`src/rtl/prf_freelist.sv`:
```
// Circular free list of physical register tags with speculative and commit heads.
// Optional sticky illegal-operation flag `err` is built when FREELIST_ERR_EN is defined.
module prf_freelist #(
  parameter int ISSUE_WIDTH = 2,
  parameter int PRF_DEPTH   = 64,
  parameter int ARF_DEPTH   = 32,
  parameter int PRF_WIDTH   = $clog2(PRF_DEPTH)
) (
  input  logic                                  clk,
  input  logic                                  rst_n,
  input  logic [ISSUE_WIDTH-1:0]                alloc_req,
  output logic                                  alloc_gnt,
  output logic [ISSUE_WIDTH-1:0][PRF_WIDTH-1:0] alloc_tag,
  input  logic [ISSUE_WIDTH-1:0]                free_en,
  input  logic [ISSUE_WIDTH-1:0][PRF_WIDTH-1:0] free_tag,
  input  logic [ISSUE_WIDTH-1:0]                commit_en,
  input  logic                                  flush,
  output logic [PRF_WIDTH:0]                    free_cnt,
  output logic                                  empty
`ifdef FREELIST_ERR_EN
  ,
  output logic                                  err
`endif
);

  localparam int PW = PRF_WIDTH + 1;
  localparam logic [PW-1:0] CAP = PW'(PRF_DEPTH - ARF_DEPTH);

  logic [PRF_WIDTH-1:0] fl_q [PRF_DEPTH];
  logic [PW-1:0] head_q, chead_q, tail_q;
  logic [PW-1:0] n_alloc, n_commit, n_free, chead_nxt, head_nxt;
  logic [ISSUE_WIDTH-1:0] wr_en;
  logic [ISSUE_WIDTH-1:0][PRF_WIDTH-1:0] wr_idx;
`ifdef FREELIST_ERR_EN
  logic free_err, commit_err;
`endif

  function automatic logic [PW-1:0] popcnt(input logic [ISSUE_WIDTH-1:0] v);
    logic [PW-1:0] c;
    c = '0;
    for (int i = 0; i < ISSUE_WIDTH; i++) c = c + PW'(v[i]);
    return c;
  endfunction

  assign free_cnt = tail_q - head_q;
  assign empty    = (free_cnt == '0);

  always_comb begin
    logic [PW-1:0] ofs;
    logic [PW-1:0] rank;
    logic [PW-1:0] addr;
`ifdef FREELIST_ERR_EN
    logic [PW-1:0] dist;
    logic          dup;
`endif
    n_alloc   = popcnt(alloc_req);
    n_commit  = popcnt(commit_en);
    alloc_gnt = rst_n && !flush && (n_alloc <= free_cnt);
    chead_nxt = chead_q + n_commit;
`ifdef FREELIST_ERR_EN
    free_err   = 1'b0;
    commit_err = 1'b0;
    if (n_commit > (head_q - chead_q)) begin
      chead_nxt  = head_q;
      commit_err = 1'b1;
    end
`endif
    if (flush)          head_nxt = chead_nxt;
    else if (alloc_gnt) head_nxt = head_q + n_alloc;
    else                head_nxt = head_q;

    // Requested slots take consecutive entries from head, skipping idle slots.
    ofs = '0;
    for (int i = 0; i < ISSUE_WIDTH; i++) begin
      addr         = head_q + ofs;
      alloc_tag[i] = fl_q[addr[PRF_WIDTH-1:0]];
      ofs          = ofs + PW'(alloc_req[i]);
    end

    rank = '0;
    for (int i = 0; i < ISSUE_WIDTH; i++) begin
      wr_en[i] = free_en[i] && (free_tag[i] != '0);
`ifdef FREELIST_ERR_EN
      if (wr_en[i]) begin
        dup = 1'b0;
        for (int k = 0; k < PRF_DEPTH; k++) begin
          dist           = PW'(k) - {1'b0, head_q[PRF_WIDTH-1:0]};
          dist[PW-1]     = 1'b0;
          if (dist < free_cnt && fl_q[k] == free_tag[i]) dup = 1'b1;
        end
        for (int j = 0; j < i; j++)
          if (wr_en[j] && free_tag[j] == free_tag[i]) dup = 1'b1;
        // Occupancy is judged against the post-edge head so a same-cycle grant makes room.
        if (dup || ((tail_q + rank - head_nxt) >= CAP)) begin
          wr_en[i] = 1'b0;
          free_err = 1'b1;
        end
      end
`endif
      addr      = tail_q + rank;
      wr_idx[i] = addr[PRF_WIDTH-1:0];
      rank      = rank + PW'(wr_en[i]);
    end
    n_free = rank;
  end

  always_ff @(posedge clk) begin
    if (!rst_n) begin
      head_q  <= '0;
      chead_q <= '0;
      tail_q  <= CAP;
      for (int k = 0; k < PRF_DEPTH; k++)
        fl_q[k] <= (k < PRF_DEPTH - ARF_DEPTH) ? PRF_WIDTH'(ARF_DEPTH + k) : '0;
`ifdef FREELIST_ERR_EN
      err <= 1'b0;
`endif
    end else begin
      head_q  <= head_nxt;
      chead_q <= chead_nxt;
      tail_q  <= tail_q + n_free;
      for (int i = 0; i < ISSUE_WIDTH; i++)
        if (wr_en[i]) fl_q[wr_idx[i]] <= free_tag[i];
`ifdef FREELIST_ERR_EN
      err <= err | free_err | commit_err;
`endif
    end
  end

endmodule

```
`config.mk`:
```
export PLATFORM = sky130hd
export DESIGN_NAME = prf_freelist
export DESIGN_NICKNAME = d
export VERILOG_FILES = /design/src/rtl/prf_freelist.sv
export SDC_FILE = /design/constraint.sdc
export NUM_CORES = 1
export LEC_CHECK = 0
export ABC_AREA = 1
export CAP_MARGIN = 30
export CELL_PAD_IN_SITES_DETAIL_PLACEMENT = 0
export CELL_PAD_IN_SITES_GLOBAL_PLACEMENT = 1
export CORE_MARGIN = 1
export CORE_UTILIZATION = 40
export DETAILED_ROUTE_END_ITERATION = 6
export PLACE_DENSITY = 0.72
export REMOVE_ABC_BUFFERS = 1
export SLEW_MARGIN = 20
export SYNTH_ARGS = -nofsm -noshare
export SYNTH_HDL_FRONTEND = slang
export SYNTH_SLANG_ARGS = --single-unit
```
`constraint.sdc`:
```
create_clock -name clk -period 4.9 [get_ports clk]
set_input_delay 1.225 -clock clk [delete_from_list [all_inputs] [get_ports clk]]
set_output_delay 1.225 -clock clk [all_outputs]
set_load 0.02 [all_outputs]
```
==> results.md <==
* Netlist cell types at 38
* Antenna cells at 0
* Clock sink count at 411
* Failing checks: DRC, setup timing
* Gr ovfl total at 0
* Hold wc startpoint: tail_q[6]
* Root Driver: clkbuf_16
* GP Congestion at 0.938
* Final setup margin at -0.00917 ns
* Worst flop-to-flop path endpoint: fl_q[12][0]
* HP Class: flip-flop to flip-flop
* Clock skew at 0.0262 ns
* Ys Warns at 0
* First-pass GRT wire length at 171000 µm
* Top-area cell type share of the netlist area at 0.439
* Post-synth EDFFs at 384
* Vias in the first global route at 24439
* Synth top area cells: edfxtp_1 (44%), o21ai_0 (15%), nand3_1 (8.8%)
* DR vias at 26972
* Actual slew at the worst max-slew pin at 1.10 ns
* Total clock buffers created by CTS at 49
* Starting density of the core at 0.406
* Die W at 258 µm
* Post-Syn Instances at 3353
* P per Cell Area at 346 mW/mm²
* Unrepaired setup endpoints after global routing: yes
* Status: finished, violations left
* Via/cell ratio at 6.35
* Fmax at 204 MHz
* Worst Hold Path EP: tail_q[6]
* Row count at 93
* Syn avg cell area at 7.83 µm²
* Main flop type after synthesis: edfxtp_1
* Placement Cell Area at 0.0285 mm²
* Post-DRT Antenna Nets at 0
* Dpl hpwl at 79000 µm
* Reg2Reg Setup Slack at 1.78 ns
* Min cycle time layout at 4.91 ns
* Clock latency on the worst-skew pair at 0.61 ns
* Area Overhead vs Synth at 14.9%
* Layout Nets at 3397
* Pre-CTS WS at -0.631 ns
* # DRC at 4
* Seq/Total Area, Yosys at 0.460
* TNS Setup at -0.00917 ns
* Largest net degree at the start of global routing at 79
* CP Data Arrival Time at 3.68 ns
* Setup Crit Path Kind: primary input to output pin
* CP endpoint kind: output pin
* Finished Cell Area at 0.0302 mm²
* R2R depth at 7
* Final core occ at 0.466
* Max-Slew Margin vs Limit at 0.270
* WL per Instance at 28.3 µm
* Pleak at 10.1 nW
* IO buf count at 41
* Drt total wl at 120000 µm
* Setup violators final at 1
* FF+latch count, synth at 411
* CP max FO at 30
* Pre-Repair DR Iteration Count at 7
* CTS tree: built
* Clock slew seen by the registers of the worst setup and hold paths at 0.06 ns
* Final Hold Viols at 0
* Async S/R FF share, synth at 0
* Ratio of cells with drive above 1 in the final layout at 0.106
* Synth area leader: edfxtp_1
* R2r startpoint: tail_q[3]
* Synth Cell Area at 0.0263 mm²
* Final period util at 1.00
* Total power at 10.4 mW
* Initial antenna violation count at 4
* DRT iter0 DRCs at 3678
* Core area at 0.0647 mm²
* Top-level port count at 42
* Clock Path Buffers at 3
* Gr usage total at 0.352
* Max-slew violations at 0
* Die area at 0.0667 mm²
* Maximum vdd drop at 265 µV
* Critical Path RT at 3.67 ns
* Post-CTS Setup Bufs at 0
* H-tree levels at 2
* Maxcap violations at 0
* CP Launch Type: primary input
* DIE HEIGHT at 258 µm
* Depth of the worst hold-timing path at 1
-- stage by stage --
stage / cells / hold slack, ns
3_3_place_gp: 4157 / 0.458
4_1_cts: 4244 / 0.483
2_1_floorplan: 3043 / 0.442
5_1_grt: 4246 / 0.520
6_report: 4246 / 0.483
3_5_place_dp: 4157 / 0.462
-- sequential cells by signal (all words and copies together), names as in the netlist, named ones only --
register,cells
head_q,7
tail_q,7
chead_q,7
fl_q,384
-- per-layer routing --
layer / global-route usage / wire [µm]
met3: 0.0784 / 14400
met5: 0 / 0
met4: 0.135 / 5160
met1: 0.499 / 49700
met2: 0.522 / 50800
-- kinds of logic after synthesis --
logic type | Yosys count | share of synthesized area
and+or+nand+nor | 1316 | 0.220
buffers and inverters | 486 | 0.0709
xor gates and xnor gates | 18 | 0.00772
DFF | 411 | 0.460
AOI/OAI and AO/OA | 1100 | 0.229
muxes | 1 | 0.000381
adders and majority gates | 21 | 0.0112
-- power by group --
| group | switching, mW | internal [mW] | total [mW] |
|---|---|---|---|
| Sequential | 0.136 | 3.95 | 4.09 |
| Clock | 1.55 | 2.04 | 3.59 |
| Combinational | 1.87 | 0.875 | 2.75 |
-- worst max-delay path: stages --
cell	delay, ns
dlygate4sd2_1	0.30
ha_4	0.20
ha_4	0.35
buf_12	0.22
o21ai_0	0.11
o221ai_1	0.22
nand3_1	0.17
nand3_1	0.22
nand3_1	0.21
nand2_1	0.16
clkdlybuf4s15_2	0.28
-- how the worst max path moves through the flow --
stage | startpoint | endpoint | slack, ns | cells after the start
floorplan | alloc_req[0] | alloc_tag[6] | -4.43 | 9
global placement | alloc_req[0] | alloc_tag[10] | -0.59 | 13
detailed placement | alloc_req[0] | alloc_tag[10] | -0.63 | 13
CTS | alloc_req[0] | alloc_tag[6] | 0.005 | 13
global route | alloc_req[0] | alloc_tag[6] | -0.06 | 13
finish | alloc_req[0] | alloc_tag[8] | -0.009 | 11
-- Yosys cell counts, types with 7 or more instances --
cell type and instances:
nor2_1 529, a31oi_1 7, clkbuf_1 249, inv_2 9, inv_1 162, o21ai_0 767, o221ai_1 87, buf_1 33
xor2_1 10, edfxtp_1 384, nand2_1 259, ha_1 17, o22ai_1 103, nand3b_1 32, o21ai_1 79, nand3_1 459
o211ai_1 21, nor3_1 8, buf_2 27, a21oi_1 35, dfxtp_1 27
-- cells in the final DEF (no fill, tap or decap), types with 10 or more instances in the layout --
cell,n
nor2_1,529
nand3_1,456
dfxtp_1,23
edfxtp_1,384
clkbuf_16,51
nand2_1,258
buf_4,184
o221ai_1,85
clkbuf_1,11
buf_12,22
o22ai_1,103
nand3b_1,32
buf_2,10
clkdlybuf4s50_1,27
o21ai_1,81
a21oi_1,35
ha_1,15
clkinv_1,13
inv_2,11
clkinv_2,13
inv_1,153
o211ai_1,21
o21ai_0,765
-- layout make-up --
class	instances	area (µm²)
multi-input combinational	2456	12400
tap	855	1070
clock buffer	60	1270
sequential	411	12100
fill	6389	34500
inverter	176	681
clock inverter	27	245
timing repair buffer	261	2430
-- repair_timing --
action                     in CTS  in global routing
hold buffers                    0                  0
gates cloned                    0                  2
pin swaps                       2                  4
gates resized for setup        24                 23
setup endpoints to repair      12                 11
Note: power is estimated with default switching activity, not from simulation.
